## src/rtl/dmem_arb_pkg.sv

```systemverilog
`timescale 1ns/1ps
`default_nettype none
//============================================================================
// Module   : dmem_arb_pkg
// Desc     : Shared types and constants for the data-memory arbiter: FSM
//            state encoding, requester identities and the two length
//            encodings used by the core and the external interface.
// Revision : 1.0 - initial release
//============================================================================
package dmem_arb_pkg;

    // Access sequencer states
    typedef enum logic [1:0] {
        IDLE   = 2'b00,
        ACCESS = 2'b01,
        RESP   = 2'b10
    } arb_state_e;

    // Requester identity
    typedef logic req_id_t;
    localparam req_id_t REQ_CORE = 1'b0;
    localparam req_id_t REQ_INTF = 1'b1;

    // Core load/store unit length encoding (wide accesses use small codes)
    localparam logic [1:0] CORE_LEN_WORD = 2'b00;
    localparam logic [1:0] CORE_LEN_HALF = 2'b01;
    localparam logic [1:0] CORE_LEN_BYTE = 2'b10;
    localparam logic [1:0] CORE_LEN_NONE = 2'b11;

    // External interface length encoding (wide accesses use large codes)
    localparam logic [1:0] INTF_LEN_NONE = 2'b00;
    localparam logic [1:0] INTF_LEN_BYTE = 2'b01;
    localparam logic [1:0] INTF_LEN_HALF = 2'b10;
    localparam logic [1:0] INTF_LEN_WORD = 2'b11;

    // Byte-lane masks, always anchored at lane 0
    localparam logic [3:0] MASK_NONE = 4'b0000;
    localparam logic [3:0] MASK_BYTE = 4'b0001;
    localparam logic [3:0] MASK_HALF = 4'b0011;
    localparam logic [3:0] MASK_WORD = 4'b1111;

endpackage : dmem_arb_pkg
`default_nettype wire

```

## src/rtl/dmem_we_decode.sv

```systemverilog
`timescale 1ns/1ps
`default_nettype none
//============================================================================
// Module   : dmem_we_decode
// Desc     : Converts a requester identity and its length code into the
//            4-bit RAM byte write mask. Purely combinational.
// Revision : 1.0 - initial release
//============================================================================
module dmem_we_decode
    import dmem_arb_pkg::*;
(
    input  logic        req_id_i,
    input  logic [1:0]  len_i,
    output logic [3:0]  mask_o
);

    // Each requester has its own length encoding; both map onto low lanes
    always_comb begin
        mask_o = MASK_NONE;
        if (req_id_i == REQ_CORE) begin
            case (len_i)
                CORE_LEN_WORD: mask_o = MASK_WORD;
                CORE_LEN_HALF: mask_o = MASK_HALF;
                CORE_LEN_BYTE: mask_o = MASK_BYTE;
                default:       mask_o = MASK_NONE;
            endcase
        end else begin
            case (len_i)
                INTF_LEN_WORD: mask_o = MASK_WORD;
                INTF_LEN_HALF: mask_o = MASK_HALF;
                INTF_LEN_BYTE: mask_o = MASK_BYTE;
                default:       mask_o = MASK_NONE;
            endcase
        end
    end

endmodule : dmem_we_decode
`default_nettype wire

```

## src/rtl/dmem_arbiter.sv

```systemverilog
`timescale 1ns/1ps
`default_nettype none
//============================================================================
// Module   : dmem_arbiter
// Desc     : Two-port arbiter and access sequencer for the single-port data
//            RAM (registered read data). Core LSU and external interface
//            share the RAM through a req/gnt/rvalid handshake; every access
//            runs IDLE -> ACCESS (-> RESP for reads).
// Config   : DMEM_ARB_FIXED_PRIO_EN - when defined the interface always wins
//            ties; otherwise ties are broken round-robin.
// Revision : 1.0 - initial release
//============================================================================
module dmem_arbiter
    import dmem_arb_pkg::*;
#(
    parameter int DATA_LENGTH    = 32,
    parameter int ADDRESS_LENGTH = 12
) (
    input  logic                      clk_i,
    input  logic                      rst_ni,
    // Core load/store unit
    input  logic                      core_req_i,
    input  logic                      core_wr_i,
    input  logic [ADDRESS_LENGTH-1:0] core_addr_i,
    input  logic [DATA_LENGTH-1:0]    core_wdata_i,
    input  logic [1:0]                core_len_i,
    output logic                      core_gnt_o,
    output logic                      core_rvalid_o,
    output logic [DATA_LENGTH-1:0]    core_rdata_o,
    // External interface memory controller
    input  logic                      intf_req_i,
    input  logic                      intf_wr_i,
    input  logic [ADDRESS_LENGTH-1:0] intf_addr_i,
    input  logic [DATA_LENGTH-1:0]    intf_wdata_i,
    input  logic [1:0]                intf_len_i,
    output logic                      intf_gnt_o,
    output logic                      intf_rvalid_o,
    output logic [DATA_LENGTH-1:0]    intf_rdata_o,
    // RAM macro
    output logic                      mem_en_o,
    output logic [3:0]                mem_we_o,
    output logic [ADDRESS_LENGTH-1:0] mem_addr_o,
    output logic [DATA_LENGTH-1:0]    mem_di_o,
    input  logic [DATA_LENGTH-1:0]    mem_do_i,
    // Status
    output logic                      busy_o
);

    arb_state_e                  state_q;
    req_id_t                     owner_q;
    logic                        wr_q;
    logic                        mem_en_q;
    logic [3:0]                  mem_we_q;
    logic [ADDRESS_LENGTH-1:0]   mem_addr_q;
    logic [DATA_LENGTH-1:0]      mem_di_q;
    logic                        core_rvalid_q;
    logic                        intf_rvalid_q;
    logic [DATA_LENGTH-1:0]      core_rdata_q;
    logic [DATA_LENGTH-1:0]      intf_rdata_q;
    logic                        busy_q;
`ifndef DMEM_ARB_FIXED_PRIO_EN
    req_id_t                     last_winner_q;
`endif

    req_id_t                     win_id_d;
    logic                        win_wr_d;
    logic [ADDRESS_LENGTH-1:0]   win_addr_d;
    logic [DATA_LENGTH-1:0]      win_wdata_d;
    logic [1:0]                  win_len_d;
    logic [3:0]                  win_mask_d;
    logic                        grant_d;

    // Pick the winner; a lone requester always wins, ties go by policy
    always_comb begin
        win_id_d = REQ_CORE;
        if (core_req_i && intf_req_i) begin
`ifdef DMEM_ARB_FIXED_PRIO_EN
            win_id_d = REQ_INTF;
`else
            win_id_d = (last_winner_q == REQ_INTF) ? REQ_CORE : REQ_INTF;
`endif
        end else if (intf_req_i) begin
            win_id_d = REQ_INTF;
        end
    end

    // Route the winner's request fields towards the latches
    always_comb begin
        win_wr_d    = core_wr_i;
        win_addr_d  = core_addr_i;
        win_wdata_d = core_wdata_i;
        win_len_d   = core_len_i;
        if (win_id_d == REQ_INTF) begin
            win_wr_d    = intf_wr_i;
            win_addr_d  = intf_addr_i;
            win_wdata_d = intf_wdata_i;
            win_len_d   = intf_len_i;
        end
    end

    dmem_we_decode u_we_decode (
        .req_id_i (win_id_d),
        .len_i    (win_len_d),
        .mask_o   (win_mask_d)
    );

    // Grant is combinational so the requester sees it in the acceptance cycle
    assign grant_d    = (state_q == IDLE) && (core_req_i || intf_req_i);
    assign core_gnt_o = grant_d && (win_id_d == REQ_CORE);
    assign intf_gnt_o = grant_d && (win_id_d == REQ_INTF);

    // Access sequencer: latches the winner, drives the RAM, captures read data
    always_ff @(posedge clk_i or negedge rst_ni) begin
        if (!rst_ni) begin
            state_q       <= IDLE;
            owner_q       <= REQ_CORE;
            wr_q          <= 1'b0;
            mem_en_q      <= 1'b0;
            mem_we_q      <= 4'b0000;
            mem_addr_q    <= '0;
            mem_di_q      <= '0;
            core_rvalid_q <= 1'b0;
            intf_rvalid_q <= 1'b0;
            core_rdata_q  <= '0;
            intf_rdata_q  <= '0;
            busy_q        <= 1'b0;
`ifndef DMEM_ARB_FIXED_PRIO_EN
            last_winner_q <= REQ_INTF;
`endif
        end else begin
            core_rvalid_q <= 1'b0;
            intf_rvalid_q <= 1'b0;
            case (state_q)
                IDLE: begin
                    if (grant_d) begin
                        owner_q    <= win_id_d;
                        wr_q       <= win_wr_d;
                        mem_addr_q <= win_addr_d;
                        mem_di_q   <= win_wdata_d;
                        // Mask is resolved now so ACCESS drives it straight from a flop
                        mem_we_q   <= win_wr_d ? win_mask_d : 4'b0000;
                        mem_en_q   <= 1'b1;
                        busy_q     <= 1'b1;
                        state_q    <= ACCESS;
`ifndef DMEM_ARB_FIXED_PRIO_EN
                        last_winner_q <= win_id_d;
`endif
                    end
                end
                ACCESS: begin
                    mem_en_q <= 1'b0;
                    mem_we_q <= 4'b0000;
                    if (wr_q) begin
                        busy_q  <= 1'b0;
                        state_q <= IDLE;
                    end else begin
                        state_q <= RESP;
                    end
                end
                RESP: begin
                    // RAM output is valid now, one cycle after the enable
                    if (owner_q == REQ_CORE) begin
                        core_rdata_q  <= mem_do_i;
                        core_rvalid_q <= 1'b1;
                    end else begin
                        intf_rdata_q  <= mem_do_i;
                        intf_rvalid_q <= 1'b1;
                    end
                    busy_q  <= 1'b0;
                    state_q <= IDLE;
                end
                default: begin
                    mem_en_q <= 1'b0;
                    mem_we_q <= 4'b0000;
                    busy_q   <= 1'b0;
                    state_q  <= IDLE;
                end
            endcase
        end
    end

    assign mem_en_o      = mem_en_q;
    assign mem_we_o      = mem_we_q;
    assign mem_addr_o    = mem_addr_q;
    assign mem_di_o      = mem_di_q;
    assign core_rvalid_o = core_rvalid_q;
    assign intf_rvalid_o = intf_rvalid_q;
    assign core_rdata_o  = core_rdata_q;
    assign intf_rdata_o  = intf_rdata_q;
    assign busy_o        = busy_q;

endmodule : dmem_arbiter
`default_nettype wire

```

## config.mk

```make
export PLATFORM = sky130hd
export DESIGN_NAME = dmem_arbiter
export DESIGN_NICKNAME = d
export VERILOG_FILES = /design/src/rtl/dmem_arb_pkg.sv /design/src/rtl/dmem_we_decode.sv /design/src/rtl/dmem_arbiter.sv
export SDC_FILE = /design/constraint.sdc
export NUM_CORES = 1
export LEC_CHECK = 0
export BUFFER_PORTS_ARGS = -buffer_cell sky130_fd_sc_hd__buf_4
export CORE_ASPECT_RATIO = 1.4
export CORE_UTILIZATION = 50
export DETAILED_ROUTE_END_ITERATION = 8
export GPL_ROUTABILITY_DRIVEN = 0
export PLACE_DENSITY = 0.94
export RECOVER_POWER = 25
export SETUP_SLACK_MARGIN = 0.3
export SYNTH_ARGS = -nofsm -noshare
export SYNTH_HDL_FRONTEND = slang
export SYNTH_SLANG_ARGS = --single-unit
export TNS_END_PERCENT = 20
```

## constraint.sdc

```tcl
create_clock -name clk_i -period 3.6 [get_ports clk_i]
set_input_delay 0.54 -clock clk_i [delete_from_list [all_inputs] [get_ports clk_i]]
set_output_delay 0.54 -clock clk_i [all_outputs]
set_load 0.05 [all_outputs]
```

==> reports/results.tsv <==
metric	value	unit
status	finished with violations	
failing checks	max-capacitance violations, max-slew violations	
CTS sink count	120	
Mapped Area	5090	um2
via count	3726	
Async SR Flop Fraction	100	%
buffers plus inverters on the worst setup path	1	
I/O pin count	248	
Final min period	2.54	ns
max-slew violation count	71	
first-pass GRT wire length	19800	um
critical path's top delay family	compound AO/OA/AOI/OAI gates	
Fin. Hold Viols	0	
Die Wd	87.3	um
Hold Buf Count CTS	0	
main combinational cell family by area after synthesis	multiplexers	
CTS H-tree depth	4	
largest net degree at the start of global routing	71	
Avg WL per Cell	18.4	um
fin crit share	70.4	%
DRT iter0 DRCs	163	
post-CTS setup buffer count	0	
Root Buffer Master	clkbuf_16	
CTS clk-pin slew, worst paths	0.06	ns
area post-placement	7060	um2
GR Util met3	9.46	%
Critical Path AT	2.00	ns
met1 Resource Use GR	24.4	%
grt met2 use	47.4	%
via/cell ratio	5.13	
Ant. Diodes	0	
top-area cell type share of the netlist area	58.5	%
#FFs+latches synth	120	
complex-gate fraction of the synthesized area	1.82	%
critical path class	flip-flop to output pin	
Yosys cell types	29	
HP Class	primary input to flip-flop	
RSZ-0062 raised after global routing	false	
CTS Buf Count	17	
setup tns final	0	ns
Syn Inst Count	325	
Row Count	43	
die area	10600	um2
synth-to-layout area growth	50.5	%
crit start category	flip-flop	
fmax	0.394	GHz
gr busiest metal	met2	
Adder-Cell Fraction of Synth Area	0	%
crit-path max cell delay	0.70	ns
total grt overflow	0	
Final setup violation count	0	
ys flop type	dfrtp_1	
Simple-Gate Fraction of Synth Area	2.07	%
initial antenna violation count	0	
DRC Markers	0	
WL final	13400	um
fin area	7660	um2
synth top area cells	dfrtp_1 (59%), mux2_2 (33%), mux2_4 (1.5%), buf_2 (1.2%), a32o_1 (0.59%)	
HPWL after DPL	9770	um
critical path's slowest cell	a21bo_2	
Final ANT Viol Nets	0	
Max Cap Viol	1	
vias in the first global route	4005	
CP cell instances	a21bo_2 -> nor2_1 -> buf_4	
Initial Utilization	51.4	%
Max Buffers Root-to-Sink	2	
Vert. Die Dim	121	um
CTS tree	yes	
Post-CTS Resized	0	
Final nets	709	
Seq/Total Area, Yosys	59.0	%
most common library cells after synthesis	mux2_2 (149), dfrtp_1 (119), buf_2 (12)	
Post-Syn Nets	455	
crit end category	output pin	
core outline area	9900	um2
number of detailed-route iterations in the first pass	6	
IO Port Bufs	247	
Skew-Pair Late Insertion Delay	0.41	ns
Yosys Warn Count	0	
most area-hungry cell type in the Yosys netlist	dfrtp_1	
syn avg cell area	15.7	um2
mux cell area share after synthesis	34.6	%
Post-synth EDFFs	0	
top-count cell post-synth	mux2_2	
worst-path fanout max	35	
Worst-Margin Slew	1.70	ns
xor/xnor share of the synthesized area	0	%
Total GRT Usage	25.3	%
Clock Skew	0.0111	ns
CP required	3.06	ns
Rel. slew slack	-13.0	%
share of cells above drive strength 1	75.2	%
[cell families (layout without fill, tap and decap cells)]
kind of cell	after synthesis	after routing
AO/OA/AOI/OAI	11	11
buffers and inverters	21	288
flip-flops	120	120
multiplexers	155	155
AND/OR/NAND/NOR	18	18
[area by class of cell]
type / count / area (um2)
fillers: 645 / 2240
inverters: 3 / 11.3
well taps: 135 / 169
repair buffers: 253 / 1910
flip-flops and latches: 120 / 3000
multi-input cells: 184 / 1960
clock inverters: 15 / 178
clock buffers: 17 / 425
[per-layer routing]
| metal | up-vias | part of all wire (%) |
|---|---|---|
| li1 | 1672 | - |
| met1 | 1850 | 33 |
| met2 | 184 | 57 |
| met3 | 20 | 8.1 |
| met4 | 0 | 2.2 |
| met5 | - | 0 |
[sequential cells by signal, indices dropped and copies added (netlist names), 2 cells and up]
name / flops
mem_we_o: 3
core_rdata_o: 32
mem_di_o: 32
state_q: 2
intf_rdata_o: 32
mem_addr_o: 12
[worst paths after layout]
kind	startpoint	end	depth (start not counted)	slack, ns
worst max register to register	state_q[0]	mem_di_o[27]	5	1.16
max in group asynchronous	rst_ni	owner_q	2	1.85
worst min register to register	wr_q	state_q[1]	1	0.47
worst min-delay path	mem_do_i[1]	intf_rdata_o[1]	2	0.37
worst max-delay path	last_winner_q	intf_gnt_o	3	1.06
min in group asynchronous	rst_ni	mem_addr_o[2]	1	0.57
[metrics by stage]
step / std cells / worst slack, ns / hold slack [ns] / util [%]
3_3_place_gp: 695 / 1.13 / 0.448 / 71.3
4_1_cts: 727 / 1.04 / 0.272 / 77.4
5_1_grt: 727 / 0.963 / 0.364 / 77.4
3_5_place_dp: 695 / 1.03 / 0.467 / 71.3
2_1_floorplan: 325 / 1.37 / 0.244 / -
6_report: 727 / 1.06 / 0.370 / 77.4
[cells in the final DEF (no fill, tap or decap), drive strengths merged, types with 2 or more instances in the layout]
master	count
dfrtp	119
clkinv	6
buf	252
nand2	4
mux2	154
or2	2
inv	4
nor2	4
clkinvlp	5
a32o	3
o21ai	2
bufinv	3
nor3b	2
clkbuf	18
Power is left out: the tool's default activity adds up to more than one toggle a clock period on the data nets, which glitch-free logic cannot reach.
